`config.mk`:
```
export PLATFORM = sky130hd
export DESIGN_NAME = stop_watch_gen_flat
export DESIGN_NICKNAME = d
export VERILOG_FILES = /design/src/rtl/stop_watch_gen_if.sv /design/src/rtl/stop_watch_gen.sv /design/src/flat_wrapper.sv
export SDC_FILE = /design/constraint.sdc
export NUM_CORES = 1
export LEC_CHECK = 0
export BUFFER_PORTS_ARGS = -buffer_cell sky130_fd_sc_hd__buf_2
export CELL_PAD_IN_SITES_DETAIL_PLACEMENT = 0
export CELL_PAD_IN_SITES_GLOBAL_PLACEMENT = 2
export CORE_UTILIZATION = 34
export DETAILED_ROUTE_END_ITERATION = 7
export PLACE_DENSITY_LB_ADDON = 0.1
export SETUP_SLACK_MARGIN = 0.3
export SLEW_MARGIN = 30
export SYNTH_ARGS = -nofsm -noshare
export SYNTH_HDL_FRONTEND = slang
export SYNTH_SLANG_ARGS = --single-unit
export TNS_END_PERCENT = 10
```
`constraint.sdc`:
```
create_clock -name clk_100mhz -period 2.6 [get_ports clk_100mhz]
set_clock_uncertainty 0.2 [all_clocks]
set_input_delay 0.52 -clock clk_100mhz [delete_from_list [all_inputs] [get_ports clk_100mhz]]
set_output_delay 0.52 -clock clk_100mhz [all_outputs]
set_load 0.01 [all_outputs]
```
`src/rtl/stop_watch_gen_if.sv`:
```
// Bundle of stopwatch controls (switches/buttons) and display outputs.
// The stopwatch core connects to the slave modport; whatever drives the buttons uses master.
interface stop_watch_gen_if;
    logic       pause;
    logic       sw1;
    logic       sw2;
    logic       dir;
    logic       lap;
    logic [6:0] seg;
    logic [3:0] an;
    logic       running;
    logic       done;

    modport master (
        output pause, sw1, sw2, dir, lap,
        input  seg, an, running, done
    );

    modport slave (
        input  pause, sw1, sw2, dir, lap,
        output seg, an, running, done
    );
endinterface

```
`src/rtl/stop_watch_gen.sv`:
```
// MM:SS BCD stopwatch with pause, adjust, up/down count and a 4-digit multiplexed 7-seg driver.
// Define STOP_WATCH_LAP_EN to enable the lap-freeze display shadow.
module stop_watch_gen #(
    parameter int CLK_HZ  = 100_000_000,
    parameter int TICK_HZ = 1,
    parameter int ADJ_HZ  = 2,
    parameter int SCAN_HZ = 500,
    parameter int MAX_MIN = 99
) (
    input  logic            clk_100mhz,
    input  logic            rst,
    stop_watch_gen_if.slave bus
);
    localparam int TICK_DIV = CLK_HZ / TICK_HZ;
    localparam int ADJ_DIV  = CLK_HZ / ADJ_HZ;
    localparam int SCAN_DIV = CLK_HZ / SCAN_HZ;
    localparam int TICK_W   = (TICK_DIV > 1) ? $clog2(TICK_DIV) : 1;
    localparam int ADJ_W    = (ADJ_DIV  > 1) ? $clog2(ADJ_DIV)  : 1;
    localparam int SCAN_W   = (SCAN_DIV > 1) ? $clog2(SCAN_DIV) : 1;
    localparam logic [TICK_W-1:0] TICK_LAST = TICK_W'(TICK_DIV - 1);
    localparam logic [ADJ_W-1:0]  ADJ_LAST  = ADJ_W'(ADJ_DIV - 1);
    localparam logic [SCAN_W-1:0] SCAN_LAST = SCAN_W'(SCAN_DIV - 1);
    localparam logic [3:0] MAX_T = 4'(MAX_MIN / 10);
    localparam logic [3:0] MAX_O = 4'(MAX_MIN % 10);

    typedef enum logic [1:0] {S_RUN, S_PAUSED, S_ADJUST} state_t;

    state_t r_state, w_state_nxt;
    state_t r_ret,   w_ret_nxt;

    logic              r_pause_d;
    logic              w_pause_edge;
    logic [TICK_W-1:0] r_tick_cnt;
    logic [ADJ_W-1:0]  r_adj_cnt;
    logic [SCAN_W-1:0] r_scan_cnt;
    logic              w_tick, w_adj_tick, w_scan_tick;
    logic [1:0]        r_dig_idx;
    logic [3:0]        r_sec_o, r_sec_t, r_min_o, r_min_t;
    logic              r_done;
    logic              w_zero, w_min_max, w_sec_max;
    logic [15:0]       w_live, w_disp;
    logic [3:0]        w_digit;

    function automatic logic [6:0] seg_decode(input logic [3:0] d);
        case (d)
            4'd0:    seg_decode = 7'b0000001;
            4'd1:    seg_decode = 7'b1001111;
            4'd2:    seg_decode = 7'b0010010;
            4'd3:    seg_decode = 7'b0000110;
            4'd4:    seg_decode = 7'b1001100;
            4'd5:    seg_decode = 7'b0100100;
            4'd6:    seg_decode = 7'b0100000;
            4'd7:    seg_decode = 7'b0001111;
            4'd8:    seg_decode = 7'b0000000;
            4'd9:    seg_decode = 7'b0000100;
            default: seg_decode = 7'b1111111;
        endcase
    endfunction

    assign w_pause_edge = bus.pause & ~r_pause_d;
    assign w_tick       = (r_state == S_RUN)    && (r_tick_cnt == TICK_LAST);
    assign w_adj_tick   = (r_state == S_ADJUST) && (r_adj_cnt  == ADJ_LAST);
    assign w_scan_tick  = (r_scan_cnt == SCAN_LAST);

    always_ff @(posedge clk_100mhz) begin
        if (rst) begin
            r_pause_d  <= 1'b0;
            r_tick_cnt <= '0;
            r_adj_cnt  <= '0;
            r_scan_cnt <= '0;
            r_dig_idx  <= 2'd0;
        end else begin
            r_pause_d  <= bus.pause;
            r_tick_cnt <= (r_state != S_RUN || w_tick) ? '0 : r_tick_cnt + TICK_W'(1);
            r_adj_cnt  <= (r_state != S_ADJUST || w_adj_tick) ? '0 : r_adj_cnt + ADJ_W'(1);
            r_scan_cnt <= w_scan_tick ? '0 : r_scan_cnt + SCAN_W'(1);
            if (w_scan_tick)
                r_dig_idx <= r_dig_idx + 2'd1;
        end
    end

    always_ff @(posedge clk_100mhz) begin
        if (rst) begin
            r_state <= S_RUN;
            r_ret   <= S_RUN;
        end else begin
            r_state <= w_state_nxt;
            r_ret   <= w_ret_nxt;
        end
    end

    // sw1 outranks pause; r_ret remembers where to go back once adjust ends
    always_comb begin
        w_state_nxt = r_state;
        w_ret_nxt   = r_ret;
        if (bus.sw1) begin
            w_state_nxt = S_ADJUST;
            if (r_state != S_ADJUST)
                w_ret_nxt = r_state;
        end else begin
            case (r_state)
                S_RUN:    if (w_pause_edge) w_state_nxt = S_PAUSED;
                S_PAUSED: if (w_pause_edge) w_state_nxt = S_RUN;
                S_ADJUST: w_state_nxt = r_ret;
                default:  w_state_nxt = S_RUN;
            endcase
        end
    end

    assign w_zero    = (r_sec_o == 4'd0) && (r_sec_t == 4'd0) && (r_min_o == 4'd0) && (r_min_t == 4'd0);
    assign w_min_max = (r_min_t == MAX_T) && (r_min_o == MAX_O);
    assign w_sec_max = (r_sec_t == 4'd5) && (r_sec_o == 4'd9);

    always_ff @(posedge clk_100mhz) begin
        if (rst) begin
            r_sec_o <= 4'd0;
            r_sec_t <= 4'd0;
            r_min_o <= 4'd0;
            r_min_t <= 4'd0;
            r_done  <= 1'b0;
        end else begin
            if (!bus.dir)
                r_done <= 1'b0;
            if (w_tick && !bus.dir) begin
                if (r_sec_o != 4'd9) begin
                    r_sec_o <= r_sec_o + 4'd1;
                end else begin
                    r_sec_o <= 4'd0;
                    if (r_sec_t != 4'd5) begin
                        r_sec_t <= r_sec_t + 4'd1;
                    end else begin
                        r_sec_t <= 4'd0;
                        if (w_min_max) begin
                            r_min_o <= 4'd0;
                            r_min_t <= 4'd0;
                        end else if (r_min_o != 4'd9) begin
                            r_min_o <= r_min_o + 4'd1;
                        end else begin
                            r_min_o <= 4'd0;
                            r_min_t <= r_min_t + 4'd1;
                        end
                    end
                end
            end else if (w_tick) begin
                // Count-down holds at 00:00 and flags done instead of wrapping
                if (w_zero) begin
                    r_done <= 1'b1;
                end else begin
                    r_done <= 1'b0;
                    if (r_sec_o != 4'd0) begin
                        r_sec_o <= r_sec_o - 4'd1;
                    end else begin
                        r_sec_o <= 4'd9;
                        if (r_sec_t != 4'd0) begin
                            r_sec_t <= r_sec_t - 4'd1;
                        end else begin
                            r_sec_t <= 4'd5;
                            if (r_min_o != 4'd0) begin
                                r_min_o <= r_min_o - 4'd1;
                            end else begin
                                r_min_o <= 4'd9;
                                r_min_t <= r_min_t - 4'd1;
                            end
                        end
                    end
                end
            end else if (w_adj_tick) begin
                r_done <= 1'b0;
                if (bus.sw2) begin
                    if (w_sec_max) begin
                        r_sec_o <= 4'd0;
                        r_sec_t <= 4'd0;
                    end else if (r_sec_o != 4'd9) begin
                        r_sec_o <= r_sec_o + 4'd1;
                    end else begin
                        r_sec_o <= 4'd0;
                        r_sec_t <= r_sec_t + 4'd1;
                    end
                end else begin
                    if (w_min_max) begin
                        r_min_o <= 4'd0;
                        r_min_t <= 4'd0;
                    end else if (r_min_o != 4'd9) begin
                        r_min_o <= r_min_o + 4'd1;
                    end else begin
                        r_min_o <= 4'd0;
                        r_min_t <= r_min_t + 4'd1;
                    end
                end
            end
        end
    end

    assign w_live = {r_min_t, r_min_o, r_sec_t, r_sec_o};

`ifdef STOP_WATCH_LAP_EN
    logic        r_lap_d;
    logic        r_lap_on;
    logic [15:0] r_shadow;

    always_ff @(posedge clk_100mhz) begin
        if (rst) begin
            r_lap_d  <= 1'b0;
            r_lap_on <= 1'b0;
            r_shadow <= 16'd0;
        end else begin
            r_lap_d <= bus.lap;
            if (bus.lap && !r_lap_d) begin
                r_lap_on <= ~r_lap_on;
                if (!r_lap_on)
                    r_shadow <= w_live;
            end
        end
    end

    assign w_disp = r_lap_on ? r_shadow : w_live;
`else
    assign w_disp = w_live;
`endif

    always_comb begin
        w_digit = w_disp[3:0];
        bus.an  = 4'b1110;
        case (r_dig_idx)
            2'd0: begin w_digit = w_disp[3:0];   bus.an = 4'b1110; end
            2'd1: begin w_digit = w_disp[7:4];   bus.an = 4'b1101; end
            2'd2: begin w_digit = w_disp[11:8];  bus.an = 4'b1011; end
            2'd3: begin w_digit = w_disp[15:12]; bus.an = 4'b0111; end
            default: ;
        endcase
    end

    assign bus.seg     = seg_decode(w_digit);
    assign bus.running = (r_state == S_RUN) && !r_done;
    assign bus.done    = r_done;
endmodule
```
`src/flat_wrapper.sv`:
```
// flat-port wrapper written by rule: the top's interface ports become plain ports
module stop_watch_gen_flat 
#(
    parameter int CLK_HZ  = 100_000_000,
    parameter int TICK_HZ = 1,
    parameter int ADJ_HZ  = 2,
    parameter int SCAN_HZ = 500,
    parameter int MAX_MIN = 99
)
  (clk_100mhz, rst, bus_pause, bus_sw1, bus_sw2, bus_dir, bus_lap, bus_seg, bus_an, bus_running, bus_done);
  stop_watch_gen_if bus_i ();
  input  logic clk_100mhz;
  input  logic rst;
  input wire logic [$bits(bus_i.pause)-1:0] bus_pause;
  input wire logic [$bits(bus_i.sw1)-1:0] bus_sw1;
  input wire logic [$bits(bus_i.sw2)-1:0] bus_sw2;
  input wire logic [$bits(bus_i.dir)-1:0] bus_dir;
  input wire logic [$bits(bus_i.lap)-1:0] bus_lap;
  output wire logic [$bits(bus_i.seg)-1:0] bus_seg;
  output wire logic [$bits(bus_i.an)-1:0] bus_an;
  output wire logic [$bits(bus_i.running)-1:0] bus_running;
  output wire logic [$bits(bus_i.done)-1:0] bus_done;
  assign bus_i.pause = bus_pause;
  assign bus_i.sw1 = bus_sw1;
  assign bus_i.sw2 = bus_sw2;
  assign bus_i.dir = bus_dir;
  assign bus_i.lap = bus_lap;
  assign bus_seg = bus_i.seg;
  assign bus_an = bus_i.an;
  assign bus_running = bus_i.running;
  assign bus_done = bus_i.done;
  stop_watch_gen #(.CLK_HZ(CLK_HZ), .TICK_HZ(TICK_HZ), .ADJ_HZ(ADJ_HZ), .SCAN_HZ(SCAN_HZ), .MAX_MIN(MAX_MIN)) u_core (.clk_100mhz(clk_100mhz), .rst(rst), .bus(bus_i));
endmodule
```
After elaboration in Yosys (flattened, before gate mapping)
Memories as Yosys holds them, arrays and structs flattened. Index checks and enable logic that the tools add are counted.

Flip-flop bits (word level): 95. Memory bits (read-only): 112. Output and inout port bits: 13. Memories: 1.

Add/subtract/negate cells: 12. Equal/unequal tests: 28. Muxes and demuxes: 54. Bitwise gates (word level): 2. Reductions and logical operators: 36.

Memory list: (no name shown) (words 16, bits a word 7, read ports 1, clocked after memory_dff 0, wr ports 0, line stop_watch_gen.sv:45) `case (d)`.

Operator list (number): $mux W4 (43); $pmux W4 S4 (2); $add A27 B1 Y27 const B (1); $eq A27 B27 Y1 const B (1); $add A26 B1 Y26 const B (1); $eq A26 B26 Y1 const B (1); $add A18 B1 Y18 const B (1); $eq A18 B18 Y1 const B (1); $add A4 B1 Y4 const B (4); $logic_not A4 Y1 (4); $sub A4 B1 Y4 const B (4); $eq A4 B4 Y1 const B (3); $ne A3 B3 Y1 const B (4); $reduce_bool A4 Y1 (3); $logic_and A1 B1 Y1 (9); $ne A4 B3 Y1 const B (2); $ne A4 B4 Y1 const B (2); $reduce_and A8 Y1 (1); $reduce_or A2 Y1 (4); $reduce_and A7 Y1 (1); $eq A2 B2 Y1 const B (3); $mux W2 (3); $ne A2 B2 Y1 const B (3); $ne A3 B2 Y1 const B (2); 17 further kinds (29).

Longest topological paths before layout
Gate-level depths: netlist of the first run.

Word-level depth: 7. Mapped depth: 10. Gate-level depth less buffers: 10.

Worst setup path after synthesis of the first run
No wires, ideal clock.

Path kind: flip-flop to output port. Start: reg u_core.r_dig_idx[0]. End: out bus_seg[3]. Data arrival time: 1.932 ns. Path slack: -0.052 ns. Cell stages (with the launch flop): 11. Cells stage by stage: dfxtp_1 inv_1 ha_1 a222oi_1 nand2_1 o21ai_0 inv_1 ha_1 nor2_1 o21ai_0 o21a_1.

Word-level cells in the longest chain between the ends: 3. Elaborated cells between the ends (all ways): 6. Classes of those cells: eq/ne (3); mux (1); reduce/logical (1); memory (1).

Ends and longest elaborated chain: from (decl) (line stop_watch_gen.sv:37) `logic [1:0] r_dig_idx;`; from (signal assigned) (line stop_watch_gen.sv:78) `r_dig_idx <= r_dig_idx + 2'd1;`; $eq A2 B2 Y1 (tied with other cells) (line stop_watch_gen.sv:224) `case (r_dig_idx)`; $pmux W4 S4 * (line stop_watch_gen.sv:224); $mem_v2 Z16 W7 *; to (decl) (line flat_wrapper.sv:19) `output wire logic [$bits(bus_i.seg)-1:0] bus_seg;`.

Mark *: on every way between the ends. The rest lies on a longest branch, timed or not.

Worst setup path in the final report of the first run
Start: reg u_core.r_dig_idx[0]. End: out bus_seg[6].

The elaborated chain is that of the path after synthesis.

==> impl_metrics.csv, run 1 <==
group,metric,value,unit
outcome,outcome,"finished with violations",
outcome,violations,"setup timing",
grt,grt_overflow,0,
critical_path,cp_common_cell,"buf_4",
grt,grt_max_degree,26,
critical_path,r2r-end,"u_core.r_sec_t[0]",
min_path,min_path_type,"input pin to flip-flop",
sta,fin_tns_setup,-2150,ps
critical_path,path_cells,"buf_4, ha_4, buf_4, a22oi_2, nand2_2, mux2i_2, buf_4, nand2b_4, o21a_1, buf_2",
sta,fin_crit,2900,ps
cts,clock_sinks,95,
grt,grt_usage,0.178,
logic_synthesis,synth_top_area_frac,0.346,
sta,slew_headroom,0.700,
power_and_ir_drop,power.leakage,2.51,nW
logic_synthesis,synth_top_area_cell,"dfxtp_1",
floorplan,die_x,129,um
logic_synthesis,synth_simple_gate_area_frac,0.319,
cts,clk_pin_slew,70,ps
critical_path,critPathMaxStageDelay,360,ps
power_and_ir_drop,total_power,0.00292,W
detailed_routing,vias,4962,
power_and_ir_drop,power_density,421,nW/um^2
floorplan,rows,46,
logic_synthesis,ys.flop_type,"dfxtp_1",
logic_synthesis,ys_top_cells_by_area,"dfxtp_1 (35%), nor2_1 (7.6%), xor2_1 (6.2%), ha_1 (5.7%), xnor2_1 (4.6%)",
critical_path,crit_arrival,2180,ps
logic_synthesis,synthCells,681,
placement,dp.cells,952,
sta,final_max_slew_viol_count,0,
detailed_routing,routed_via_density,5.10,
floorplan,die_height,129,um
grt,grt_antenna_before_repair,1,
finish,layout.cells.non_filler,972,
logic_synthesis,ys_async_sr_fraction,0,
sta,worstMarginPinSlew,444,ps
critical_path,worst-path-max-fanout,4,
flow_run,max_cap_viol_count,0,
critical_path,r2r_cells,6,
finish,syn2layout_area_growth,26.2,%
detailed_routing,drt-pass1-iter-count,4,
sta,timing.hold.ws,196,ps
detailed_routing,drt_iter0_markers,143,
logic_synthesis,synth_nets,713,
detailed_routing,drc,0,
floorplan,initial_core_util,0.347,
logic_synthesis,yosysMostFrequentCell,"nor2_1",
floorplan,core_area,15800,sq um
logic_synthesis,ys_types,66,
detailed_routing,ant_nets,0,
logic_synthesis,synthAdderAreaFrac,0.0569,
sta,hold_violations,0,
cts,cts_root_buffer,"clkbuf_16",
logic_synthesis,synth_edf_count,0,
placement,port_buffers,18,
sta,period_share,1.12,
finish,drive_above_1_share,0.241,
placement,place.gp.congestion,0.793,
logic_synthesis,synth_area_per_cell,8.07,sq um
finish,antenna_cells,0,
placement,dpl.hpwl,10.3,mm
grt,grt_pass1_vias,4786,
floorplan,die-area,16700,sq um
logic_synthesis,synth_common_cells,"nor2_1 (111), dfxtp_1 (95), nand2_1 (49)",
cts,insertion_delay,350,ps
sta,fmax,344,MHz
logic_synthesis,netlist_area,5500,sq um
critical_path,start_kind,"flip-flop",
logic_synthesis,yosysWarnings,0,
cts,cts_buffer_depth,2,
cts,cts_tree,"done",
logic_synthesis,synth_top_family_by_area,"simple AND/OR/NAND/NOR gates",
detailed_routing,wirelength,14.0,mm
logic_synthesis,synth_compound_gate_area_share,0.119,
logic_synthesis,seq_area_frac_synth,0.346,
logic_synthesis,ys_ff_latch,95,
critical_path,critical-path-slowest-cell,"dfxtp_4",
cts,htreeDepth,3,
sta,worst_slack,-303,ps
logic_synthesis,synth_xor_area_frac,0.108,
critical_path,reg2reg_slack,-80,ps
logic_synthesis,synth.mux.area_fraction,0.0132,
critical_path,cp.required,1880,ps
min_path,holdPathStages,2,
detailed_routing,wl_per_cell,14.4,um
min_path,worstHoldEndpoint,"u_core.r_pause_d",
critical_path,critical_path_class,"flip-flop to output pin",
finish,fillCellCount,1632,
floorplan,pin_count,20,
critical_path,rr_startpoint,"u_core.r_adj_cnt[9]",
sta,finalSetupViolations,11,
cts,cts_made_buffers,9,
critical_path,endpoint_kind,"output pin",
sta,rsz0062_at_grt,"yes",
min_path,hold_start,"bus_pause",
finish,nets,783,
grt,grt_pass1_wl,23.6,mm
power_and_ir_drop,ir_worst_vdd,0.000339,V
==> per-layer routing <==
metal	track usage	vias to the layer above	wire, um
li1	-	2524	-
met1	0.226	2389	6730
met2	0.308	41	6890
met3	0.0425	6	329
met4	0.0360	2	79
met5	0	-	13
==> worst max-delay path, delay by kind of cell (launching register included) <==
family / cells / cell delay (ps)
multiplexers: 1 / 240
flip-flops: 1 / 360
AO/OA/AOI/OAI: 2 / 310
AND/OR/NAND/NOR: 2 / 170
buffers and inverters: 4 / 600
adder cells (fa/ha/maj): 1 / 150
==> power breakdown <==
part / leakage, nW / internal (W) / switching (W)
logic: 1.59 / 0.0000499 / 0.0000807
clock network: 0.144 / 0.000672 / 0.000636
registers: 0.771 / 0.00146 / 0.0000141
total: 2.51 / 0.00219 / 0.000731
==> how the worst max path moves through the flow <==
stage | from | endpoint | slack, ps | depth (start not counted)
after floorplan | u_core.r_adj_cnt[9] | u_core.r_sec_t[2] | 30 | 6
after global placement | u_core.r_adj_cnt[9] | u_core.r_sec_t[2] | -40 | 6
after detailed placement | u_core.r_adj_cnt[9] | u_core.r_sec_t[2] | -70 | 6
after CTS | u_core.r_dig_idx[0] | bus_seg[3] | -360 | 11
after global routing | u_core.r_dig_idx[0] | bus_seg[6] | -430 | 11
final | u_core.r_dig_idx[0] | bus_seg[6] | -300 | 10
==> registers in the layout, summed over array words and instances (netlist names) <==
name	count
u_core.r_sec_o	4
u_core.r_adj_cnt	26
u_core.r_state	2
u_core.r_sec_t	4
u_core.r_min_o	4
u_core.r_pause_d	1
u_core.r_scan_cnt	18
u_core.bus.done	1
u_core.r_tick_cnt	27
u_core.r_ret	2
u_core.r_min_t	4
u_core.r_dig_idx	2
==> cell type report <==
type                            instances  area (sq um)  area share
Tap cell                              216           270      0.0390
Clock inverter                          7          62.6     0.00902
Inverter                               27           109      0.0157
Timing Repair Buffer                   87           674      0.0972
Sequential cell                        95          1920       0.276
Clock buffer                            9           225      0.0325
Multi-Input combinational cell        531          3680       0.530
==> cells by family after synthesis <==
family / Yosys count
compound gates: 97
xor+xnor: 68
fa+ha+maj: 25
buf+inv: 55
flops: 95
mux: 7
simple gates: 334
==> per-stage QoR <==
stage          utilization  instance area, sq um  setup WS (ps)
2_1_floorplan            -                  5570           30.6
3_3_place_gp         0.402                  6360          -44.0
3_5_place_dp         0.402                  6360          -68.6
4_1_cts              0.429                  6780           -363
5_1_grt              0.438                  6940           -428
6_report             0.438                  6940           -303
==> repair_timing <==
item                       CTS  global route
hold buffers                 0             0
buffers inserted             2             2
pin swaps                   18            18
setup endpoints to repair   48            68
resized for setup           27            36
cloned                       0             0
==> cells in the final DEF (no fill, tap or decap), drive strengths merged, types with 6 or more instances in the layout <==
| cell | netlist | layout |
|---|---|---|
| a21oi | 30 | 30 |
| a22oi | 6 | 6 |
| and2 | 7 | 7 |
| and3 | 15 | 15 |
| and4 | 12 | 12 |
| buf | 4 | 87 |
| clkbuf | 24 | 9 |
| dfxtp | 95 | 95 |
| ha | 25 | 25 |
| inv | 27 | 31 |
| nand2 | 49 | 49 |
| nand2b | 8 | 8 |
| nand3 | 40 | 40 |
| nand4 | 21 | 21 |
| nor2 | 111 | 111 |
| nor2b | 7 | 7 |
| nor3 | 20 | 20 |
| nor4 | 6 | 6 |
| o21ai | 21 | 21 |
| or3 | 6 | 6 |
| xnor2 | 29 | 29 |
| xor2 | 39 | 39 |
(Power assumes the default switching activity.)
==> run 2: changes to the inputs <==
--- a/config.mk
+++ b/config.mk
@@ -6,14 +6,12 @@
 export NUM_CORES = 1
 export LEC_CHECK = 0
 export BUFFER_PORTS_ARGS = -buffer_cell sky130_fd_sc_hd__buf_2
-export CELL_PAD_IN_SITES_DETAIL_PLACEMENT = 0
-export CELL_PAD_IN_SITES_GLOBAL_PLACEMENT = 2
-export CORE_UTILIZATION = 34
+export CORE_UTILIZATION = 56
 export DETAILED_ROUTE_END_ITERATION = 7
-export PLACE_DENSITY_LB_ADDON = 0.1
+export PLACE_DENSITY = 0.76
 export SETUP_SLACK_MARGIN = 0.3
 export SLEW_MARGIN = 30
 export SYNTH_ARGS = -nofsm -noshare
 export SYNTH_HDL_FRONTEND = slang
 export SYNTH_SLANG_ARGS = --single-unit
-export TNS_END_PERCENT = 10
+export TNS_END_PERCENT = 30
==> impl_metrics.csv, run 2 (synthesis results as in run 1) <==
group,metric,value,unit
finish,drive_above_1_share,0.277,
cts,clk_pin_slew,90,ps
grt,grt_max_degree,26,
power_and_ir_drop,ir_worst_vdd,0.000284,V
grt,grt_overflow,0,
placement,place.gp.congestion,0.866,
placement,port_buffers,18,
detailed_routing,wirelength,14.0,mm
detailed_routing,drt-pass1-iter-count,7,
grt,grt_antenna_before_repair,1,
grt,grt_pass1_vias,4854,
placement,dpl.hpwl,9.15,mm
floorplan,core_area,9370,sq um
finish,syn2layout_area_growth,26.5,%
sta,worst_slack,-455,ps
floorplan,initial_core_util,0.586,
critical_path,start_kind,"flip-flop",
detailed_routing,vias,5221,
detailed_routing,routed_via_density,5.91,
placement,dp.cells,847,
detailed_routing,drt_iter0_markers,300,
grt,grt_usage,0.267,
power_and_ir_drop,total_power,0.00266,W
floorplan,pin_count,20,
cts,insertion_delay,380,ps
detailed_routing,drc,0,
finish,largest_reg_flops,27,
sta,fin_crit,3060,ps
power_and_ir_drop,power_frac_seq,0.556,
sta,finalSetupViolations,12,
cts,cts_made_buffers,9,
power_and_ir_drop,power.leakage,2.51,nW
power_and_ir_drop,power_density,383,nW/um^2
sta,hold_violations,0,
floorplan,die_height,101,um
placement,pre_cts_ws,-77.1,ps
outcome,outcome,"finished with violations",
cts,cts.hold.buffers_added,0,
sta,rsz0062_at_grt,"yes",
detailed_routing,ant_nets,0,
flow_run,max_cap_viol_count,0,
sta,worstMarginPinSlew,467,ps
floorplan,rows,35,
floorplan,die_x,101,um
cts,clock_sinks,95,
grt,grt_pass1_wl,21.9,mm
detailed_routing,wl_per_cell,15.8,um
sta,final_max_slew_viol_count,0,
sta,fin_tns_setup,-3330,ps
sta,slew_headroom,0.686,
cts,cts_buffer_depth,2,
finish,mostFrequentLayoutCells,"nor2_1 (86), dfxtp_1 (86), buf_4 (54)",
cts,htreeDepth,3,
sta,fmax,327,MHz
placement,placed_cell_area,6150,sq um
power_and_ir_drop,power_switching,0.000663,W
finish,layout.cells.non_filler,884,
power_and_ir_drop,clock_power_share,0.389,
power_and_ir_drop,p_int,0.00200,W
sta,period_share,1.18,
critical_path,endpoint_kind,"output pin",
critical_path,critical_path_class,"flip-flop to output pin",
critical_path,crit_arrival,2340,ps
cts,cts_tree,"done",
min_path,min_path_type,"input pin to flip-flop",
finish,stdcell_area,6950,sq um
finish,nets,781,
floorplan,die-area,10200,sq um
finish,top_regs,"u_core.r_tick_cnt x27, u_core.r_adj_cnt x26, u_core.r_scan_cnt x18",
critical_path,worst-path-max-fanout,4,
critical_path,cp.required,1880,ps
power_and_ir_drop,swShare,0.249,
finish,regMostFlops,"u_core.r_tick_cnt",
power_and_ir_drop,combPwrFrac,0.055,
outcome,violations,"setup timing",
cts,cts_root_buffer,"clkbuf_8",
-- run 2: cell count changes in the layout (fill, tap and decap cells not counted), sizes merged --
cell	change
buf	-3
o22a	+1
inv	-3
clkbuf	+1
bufinv	+1
diode	+1
clkinv	+1
-- run 2: critical path, stage by stage (launching register included) --
cell      delay [ps]
dfxtp_4          390
inv_4             40
ha_4             160
a222oi_1         490
mux2i_4          170
inv_2            150
buf_12           110
ha_4             110
nand2_1           50
o21ai_2           60
a22oi_1           80
buf_2            140
-- run 2: layout make-up --
class,count,area [sq um]
Tap cell,129,161
Clock inverter,6,68.8
Clock buffer,10,138
Inverter,27,109
Timing Repair Buffer,84,657
Multi-Input combinational cell,532,3900
Fill cell,668,2420
Sequential cell,95,1920
Antenna cell,1,2.50
-- run 2: per-layer routing --
metal | vias up | part of all wire | global-route usage
met1 | 2505 | 0.42 | 0.333
met2 | 151 | 0.50 | 0.457
li1 | 2537 | - | -
met4 | 0 | 0.021 | 0.100
met5 | - | 0 | 0
met3 | 28 | 0.055 | 0.0472
-- run 2: power groups by stage --
stage	clock network, W	registers (W)	logic (W)
3_5_place_dp	0	0.00152	0.000122
5_1_grt	0.00110	0.00148	0.000158
3_3_place_gp	0	0.00151	0.000119
2_1_floorplan	0	0.00151	0.0000793
6_report	0.00104	0.00148	0.000145
4_1_cts	0.00104	0.00148	0.000130
-- run 2: metrics by stage --
step / util / hold WS [ps]
6_report: 0.742 / 179
5_1_grt: 0.742 / 193
4_1_cts: 0.709 / 171
3_5_place_dp: 0.656 / 248
3_3_place_gp: 0.656 / 229
2_1_floorplan: - / 218
-- run 2: path summary, 6_finish.rpt --
check / startpoint / end / slack [ps] / cells after the start
worst max-delay path: u_core.r_dig_idx[0] / bus_seg[2] / -460 / 11
worst min-delay path: bus_sw1 / u_core.r_state[0] / 180 / 2
worst max register to register: u_core.r_adj_cnt[9] / u_core.r_sec_t[3] / -100 / 7
worst min register to register: u_core.r_tick_cnt[0] / u_core.r_tick_cnt[0] / 260 / 1
-- run 2: timing repair --
item | 4_1_cts | 5_1_grt
pin swaps | 33 | 25
buffers inserted | 10 | 9
gates cloned | 0 | 1
endpoints found under the hold margin | 0 | 0
setup endpoints to repair | 48 | 67
gates resized for setup | 53 | 57
==> run 3: changes to the inputs <==
==> constraint.sdc (replaced) <==
create_clock -name clk_100mhz -period 2.8 [get_ports clk_100mhz]
set_clock_uncertainty 0.2 [all_clocks]
set_input_delay 0.56 -clock clk_100mhz [delete_from_list [all_inputs] [get_ports clk_100mhz]]
set_output_delay 0.56 -clock clk_100mhz [all_outputs]
set_load 0.01 [all_outputs]
==> impl_metrics.csv, run 3 (synthesis results as in run 1) <==
group,metric,value,unit
outcome,outcome,"finished with violations",
outcome,violations,"setup timing",
power_and_ir_drop,swShare,0.255,
finish,largest_reg_flops,27,
sta,worst_slack,-332,ps
sta,fin_tns_setup,-2060,ps
detailed_routing,routed_via_density,5.94,
detailed_routing,drt-pass1-iter-count,7,
floorplan,initial_core_util,0.586,
sta,final_max_slew_viol_count,0,
placement,placed_cell_area,5850,sq um
finish,final_common_cell,"nor2_1",
sta,period_share,1.12,
sta,hold_violations,0,
grt,grt_pass1_vias,4551,
grt,grt_usage,0.251,
finish,drive_above_1_share,0.213,
cts,htreeDepth,3,
floorplan,die-area,10200,sq um
finish,fillCellCount,734,
sta,finalSetupViolations,8,
cts,insertion_delay,370,ps
cts,cts_made_buffers,9,
floorplan,die_height,101,um
power_and_ir_drop,p_int,0.00183,W
floorplan,pin_count,20,
power_and_ir_drop,clock_power_share,0.394,
grt,grt_pass1_wl,20.7,mm
critical_path,cp.required,2040,ps
sta,fmax,319,MHz
critical_path,crit_start,"u_core.r_dig_idx[0]",
power_and_ir_drop,power_switching,0.000626,W
finish,mostFrequentLayoutCells,"nor2_1 (107), dfxtp_1 (87), nand2_1 (48)",
sta,fin_crit,3130,ps
power_and_ir_drop,combPwrFrac,0.048,
finish,regMostFlops,"u_core.r_tick_cnt",
floorplan,die_x,101,um
detailed_routing,wl_per_cell,15.3,um
critical_path,rr_startpoint,"u_core.r_adj_cnt[18]",
power_and_ir_drop,power_frac_seq,0.558,
detailed_routing,vias,5139,
power_and_ir_drop,total_power,0.00246,W
sta,worstMarginPinSlew,592,ps
min_path,min_path_type,"input pin to flip-flop",
critical_path,start_kind,"flip-flop",
sta,rsz0062_at_grt,"yes",
min_path,hold_start,"bus_pause",
detailed_routing,drt_iter0_markers,349,
power_and_ir_drop,power.leakage,2.34,nW
grt,grt_overflow,0,
detailed_routing,drc,0,
cts,cts_tree,"done",
floorplan,rows,35,
grt,grt_max_degree,30,
cts,cts_buffer_depth,2,
finish,nets,763,
flow_run,max_cap_viol_count,0,
placement,dpl.hpwl,8.64,mm
cts,clock_sinks,95,
placement,place.gp.congestion,0.867,
cts,cts.hold.buffers_added,0,
finish,stdcell_area,6590,sq um
sta,slew_headroom,0.605,
critical_path,worst-path-max-fanout,4,
grt,grt_antenna_before_repair,0,
finish,syn2layout_area_growth,19.9,%
finish,top_regs,"u_core.r_tick_cnt x27, u_core.r_adj_cnt x26, u_core.r_scan_cnt x18",
critical_path,critical_path_class,"flip-flop to output pin",
critical_path,crit_arrival,2370,ps
placement,port_buffers,18,
detailed_routing,wirelength,13.2,mm
detailed_routing,ant_nets,0,
floorplan,core_area,9370,sq um
cts,cts_root_buffer,"clkbuf_8",
critical_path,endpoint_kind,"output pin",
power_and_ir_drop,ir_worst_vdd,0.000317,V
finish,antenna_cells,0,
cts,clk_pin_slew,100,ps
power_and_ir_drop,power_density,373,nW/um^2
finish,fin_util,0.703,
[run 3: cell types whose count changed in the layout (fill, tap and decap cells not counted), moves of 3 or more]
cell        delta
clkinvlp_4     +3
ha_2           -3
a21oi_1        +3
nor2_2        -10
buf_4         -15
nor3_4         -3
dfxtp_2        -5
nor2_1        +21
dfxtp_4        +4
nor2_4        -11
nor3_2         +4
[run 3: power by group through the flow]
| stage | registers [W] | clock network [W] | logic, W |
|---|---|---|---|
| finish | 0.00137 | 0.000969 | 0.000118 |
| CTS | 0.00137 | 0.000987 | 0.000111 |
| global placement | 0.00141 | 0 | 0.000103 |
| global route | 0.00137 | 0.00104 | 0.000131 |
| detailed placement | 0.00141 | 0 | 0.000106 |
| floorplan | 0.00140 | 0 | 0.0000710 |
[run 3: worst paths after layout]
path / endpoint / slack [ps] / depth (start not counted)
worst max-delay path: bus_seg[4] / -330 / 11
worst min-delay path: u_core.r_pause_d / 220 / 2
worst max register to register: u_core.r_sec_t[2] / -10 / 6
worst min register to register: u_core.r_adj_cnt[0] / 250 / 1
[run 3: critical path, stage by stage (launching register included)]
cell and delay [ps]:
dfxtp_4 400, inv_4 50, ha_4 160, buf_6 120, a222oi_1 350, nand2_1 150, o21ai_4 110, buf_6 150
ha_4 120, a21oi_1 70, a21oi_1 160, buf_2 180
[run 3: what timing repair did]
item	CTS	global route
resized for setup	38	45
endpoints found under the setup margin	22	41
pin swaps	17	40
setup buffers	8	14
[run 3: stage by stage]
step | hold WS (ps) | setup WS, ps | std cells
floorplan | 218 | 231 | 681
global placement | 229 | 84.7 | 827
detailed placement | 235 | -6.02 | 827
CTS | 221 | -300 | 851
global route | 233 | -459 | 865
finish | 219 | -332 | 865
[run 3: cell type report]
cell class,instances,area (sq um),area share
tap,129,161,0.0245
inverter,27,106,0.0161
clock buffer,9,124,0.0188
sequential,95,1930,0.292
clock inverter,7,88.8,0.0135
timing repair buffer,67,513,0.0778
multi-input combinational,531,3670,0.557
[run 3: routing by layer]
layer / vias to the layer above / global-route usage / part of all wire
met1: 2431 / 0.327 / 0.44
met2: 182 / 0.413 / 0.48
met5: - / 0 / 0
li1: 2484 / - / -
met4: 0 / 0.0892 / 0.021
met3: 42 / 0.0465 / 0.055
